### config.mk
export PLATFORM = sky130hd
export DESIGN_NAME = flow_led_ctrl
export DESIGN_NICKNAME = d
export VERILOG_FILES = /design/src/rtl/flow_led_ctrl.sv
export SDC_FILE = /design/constraint.sdc
export NUM_CORES = 1
export LEC_CHECK = 0
export CAP_MARGIN = 20
export CELL_PAD_IN_SITES_DETAIL_PLACEMENT = 1
export CELL_PAD_IN_SITES_GLOBAL_PLACEMENT = 2
export CORE_MARGIN = 1
export CORE_UTILIZATION = 35
export CTS_CLUSTER_SIZE = 20
export DETAILED_ROUTE_END_ITERATION = 8
export DONT_BUFFER_PORTS = 1
export PLACE_DENSITY_LB_ADDON = 0.2
export SYNTH_ARGS = -nofsm -noshare
export SYNTH_HDL_FRONTEND = slang
export SYNTH_SLANG_ARGS = --single-unit
### constraint.sdc
create_clock -name sys_clk -period 3.15 [get_ports sys_clk]
set_input_delay 0.315 -clock sys_clk [delete_from_list [all_inputs] [get_ports sys_clk]]
set_output_delay 0.315 -clock sys_clk [all_outputs]
set_load 0.02 [all_outputs]
### src/rtl/flow_led_ctrl.sv
// Parametrised LED pattern generator: rotate left/right, bounce and fill/drain
// with a programmable prescaler, run-time speed divider and pause.
module flow_led_ctrl #(
  parameter int N_LED    = 8,
  parameter int TICK_MAX = 24999999
) (
  input  logic             sys_clk,
  input  logic             sys_rst,
  input  logic [1:0]       mode,
  input  logic [1:0]       speed,
  input  logic             pause,
  output logic [N_LED-1:0] led,
  output logic             step_tick,
  output logic             dir
);

  localparam int CW = (TICK_MAX > 0) ? $clog2(TICK_MAX + 1) : 1;

  localparam logic [1:0] MODE_ROL  = 2'b00;
  localparam logic [1:0] MODE_ROR  = 2'b01;
  localparam logic [1:0] MODE_BNC  = 2'b10;
  localparam logic [1:0] MODE_FILL = 2'b11;

  localparam logic [CW-1:0]    TICK_LIM = CW'(TICK_MAX);
  localparam logic [N_LED-1:0] LED_LSB  = N_LED'(1);
  localparam logic [N_LED-1:0] LED_MSB  = {1'b1, {(N_LED-1){1'b0}}};

  logic [CW-1:0]    cnt;
  logic [CW-1:0]    lim;
  logic [1:0]       cur_mode;
  logic [N_LED-1:0] led_nxt;
  logic [N_LED-1:0] start_led;
  logic             dir_nxt;
  logic             fire;

  assign lim  = TICK_LIM >> speed;
  // >= so that a speed increase mid-count still fires promptly
  assign fire = (cnt >= lim);

  always_comb begin
    case (mode)
      MODE_ROR:  start_led = LED_MSB;
      MODE_FILL: start_led = '0;
      default:   start_led = LED_LSB;
    endcase
  end

  always_comb begin
    led_nxt = led;
    dir_nxt = dir;
    case (cur_mode)
      MODE_ROL: begin
        led_nxt = {led[N_LED-2:0], led[N_LED-1]};
        dir_nxt = 1'b0;
      end
      MODE_ROR: begin
        led_nxt = {led[0], led[N_LED-1:1]};
        dir_nxt = 1'b1;
      end
      MODE_BNC: begin
        if (!dir) begin
          if (led[N_LED-1]) begin
            dir_nxt = 1'b1;
            led_nxt = led >> 1;
          end else begin
            led_nxt = led << 1;
          end
        end else begin
          if (led[0]) begin
            dir_nxt = 1'b0;
            led_nxt = led << 1;
          end else begin
            led_nxt = led >> 1;
          end
        end
      end
      default: begin
        if (!dir) begin
          if (&led) begin
            dir_nxt = 1'b1;
            led_nxt = led >> 1;
          end else begin
            led_nxt = {led[N_LED-2:0], 1'b1};
          end
        end else begin
          if (led == '0) begin
            dir_nxt = 1'b0;
            led_nxt = LED_LSB;
          end else begin
            led_nxt = led >> 1;
          end
        end
      end
    endcase
  end

  // Restart on mode change outranks both pause and a pending tick
  always_ff @(posedge sys_clk) begin
    if (sys_rst) begin
      led       <= LED_LSB;
      dir       <= 1'b0;
      step_tick <= 1'b0;
      cnt       <= '0;
      cur_mode  <= MODE_ROL;
    end else if (mode != cur_mode) begin
      cur_mode  <= mode;
      cnt       <= '0;
      dir       <= 1'b0;
      led       <= start_led;
      step_tick <= 1'b0;
    end else if (pause) begin
      step_tick <= 1'b0;
    end else if (fire) begin
      cnt       <= '0;
      led       <= led_nxt;
      dir       <= dir_nxt;
      step_tick <= 1'b1;
    end else begin
      cnt       <= cnt + CW'(1);
      step_tick <= 1'b0;
    end
  end

endmodule

==> flow_summary.toml <==
[global_route]
grt_start_max_net_pins = 22
grt_usage_pct = 18.63
antenna_found_initial = 0
grt_pass1_vias = 2156
grt_pass1_wl_um = 10690
gr-total-overflow = 0

[routing]
drt_pre_antenna_iters = 4
drc_errors = 0
drt-vias-per-instance = 5.756
wirelength_um = 6173
initialDrtViolationCount = 81
vias = 2147
routedWlPerCell_um = 16.55
ant_nets = 0

[floorplan]
start_util_pct = 36.93
fp-row-count = 29
die_h_um = 84.78
core_um2 = 6495
dieArea_um2 = 7188
die_x_um = 84.78
design.portCount = 17

[synth]
async_flop_share_pct = 0
synthAdderAreaFrac_pct = 7.773
synthSimpleGateAreaFrac_pct = 25.67
synth_top_family_by_area = "simple AND/OR/NAND/NOR gates"
synth-compound-area-share_pct = 19.14
ys_ff_latch = 37
synth-edff-count = 0
yosysWarnings = 0
synthesis.nets = 320
netlist_instances = 299
synthMuxAreaShare_pct = 3.026
ys_seq_area_share_pct = 30.88
synth_xor_area_share_pct = 9.129
synth.cell_area_um2 = 2399
yosysUniqueCellTypes = 54
synth_flop_cell = "dfxtp_1"
syn_area_per_cell_um2 = 8.022

[clock_network]
cts_tree = "yes"
numCtsBuffers = 5
clockBufferDepth = 2
ctsHoldBuffers = 0
clk_transition_reported_paths_ns = 0.08
cts_root_buf = "clkbuf_8"
post-cts-setup-buffers = 0
htreeDepth = 2
cts_sinks = 37
insertion_delay_ns = 0.30
post_cts_resized = 0

[timing]
slew_viol_final = 0
worstMarginPinSlew_ns = 0.5321
period_needed_ns = 2.453
hold_viol_final = 0
fin_crit_sh_pct = 77.88
final.setup.tns_ns = 0
max_slew_margin_pct = 64.48
setup_viol = 0
max_freq_mhz = 407.6
skew_ns = 0.007653
rsz0062_at_grt = "no"

[final_layout]
syn2layout_area_growth_pct = 8.190
finalCoreUtilization_pct = 39.95
nFillCells = 789
layout-drive-gt1-share_pct = 7.095
diodes = 0
nNetsFinal = 316
seq_area_um2 = 740.7
mostFrequentLayoutCell = "nor2_1"
most-common-layout-cells = "nor2_1 (43), dfxtp_1 (37), nand2_1 (27), xor2_1 (14), ha_1 (14)"
multi_input_area_um2 = 1553

[critical_path]
cp.arrival_ns = 2.64
cp-start-kind = "flop"
critPathKind = "flop to flop"
rrSetupSlack_ns = 0.70
crit_required_ns = 3.34
path_max_fanout = 9
end_kind = "flop"

[placement]
port_buffers = 0
dp_hpwl_um = 4488
place.gp.congestion = 0.7563

[run_status]
status = "finished, final reports clean"

[power]
ir_worst_vdd_mv = 0.1543
p_leak_nw = 0.9755
power-per-cell-area_nw_per_um2 = 414.5
fin_total_pwr_mw = 1.076

[run]
cap_viol_max_count = 0

[min_path]
hp-class = "input pin to flop"
[logic make-up (layout without fill, tap and decap cells)]
kind of cell,after synthesis,after routing
xor+xnor,25,25
compound gates,63,63
simple gates,127,127
fa+ha+maj,15,15
flops,37,37
buf+inv,25,22
mux,7,7
[power breakdown]
group	total [mW]	internal (mW)	switching, mW
logic	0.0767	0.0303	0.0463
clock network	0.511	0.319	0.192
registers	0.488	0.472	0.0165
total	1.08	0.821	0.255
[final timing paths]
path	start	to	cells past startpoint
setup / recovery	cnt[15]	led[1]	7
hold / removal	sys_rst	cur_mode[0]	1
setup reg to reg	cnt[15]	led[1]	7
hold reg to reg	cnt[1]	cnt[1]	2
[worst max-delay path, cell delays in order (launching register included)]
cell and delay (ns):
dfxtp_1 0.42, ha_1 0.27, and3_1 0.18, and3_1 0.17, o311ai_1 0.44, o211ai_1 0.24, nand2_2 0.28, mux2_1 0.34
[per-layer routing]
layer	GRT usage (%)	vias to the layer above	wire length (um)
met3	3.835	9	211
met1	23.85	1032	2911
li1	-	1065	-
met4	6.626	0	109
met5	0	-	0
met2	31.04	41	2940
[registers in the layout, summed over array words and instances (netlist names)]
| signal | cells |
|---|---|
| dir | 1 |
| step_tick | 1 |
| led | 8 |
| cnt | 25 |
| cur_mode | 2 |
[cells in the mapped netlist, drive strengths merged, types with 7 or more instances]
master | n | area, um^2
a21o | 8 | 60.06
a21oi | 10 | 50.05
clkbuf | 10 | 37.54
dfxtp | 37 | 740.7
ha | 14 | 175.2
inv | 10 | 37.54
nand2 | 28 | 107.6
nand3 | 12 | 60.06
nand4 | 7 | 43.79
nor2 | 43 | 161.4
o21ai | 11 | 55.05
xnor2 | 11 | 96.34
xor2 | 14 | 122.6
[layout make-up]
class                   count  share of cell area, %
multi-input cells         237                  59.84
flip-flops and latches     37                  28.54
well taps                  77                  3.713
clock buffers               5                  2.652
clock inverters             3                  2.652
inverters                  10                  1.446
repair buffers              4                  1.157
[metrics by stage]
step           cells  setup WS [ns]  instance area [um^2]  hold slack [ns]
2_1_floorplan    299         0.7952                  2399           0.3866
4_1_cts          373         0.6787                  2595          0.06377
5_1_grt          373         0.5724                  2595          0.05729
3_5_place_dp     365         0.5158                  2457           0.3902
3_3_place_gp     365         0.5527                  2457           0.3887
6_report         373         0.6967                  2595          0.07792
Power figures use the tool's default switching activity.
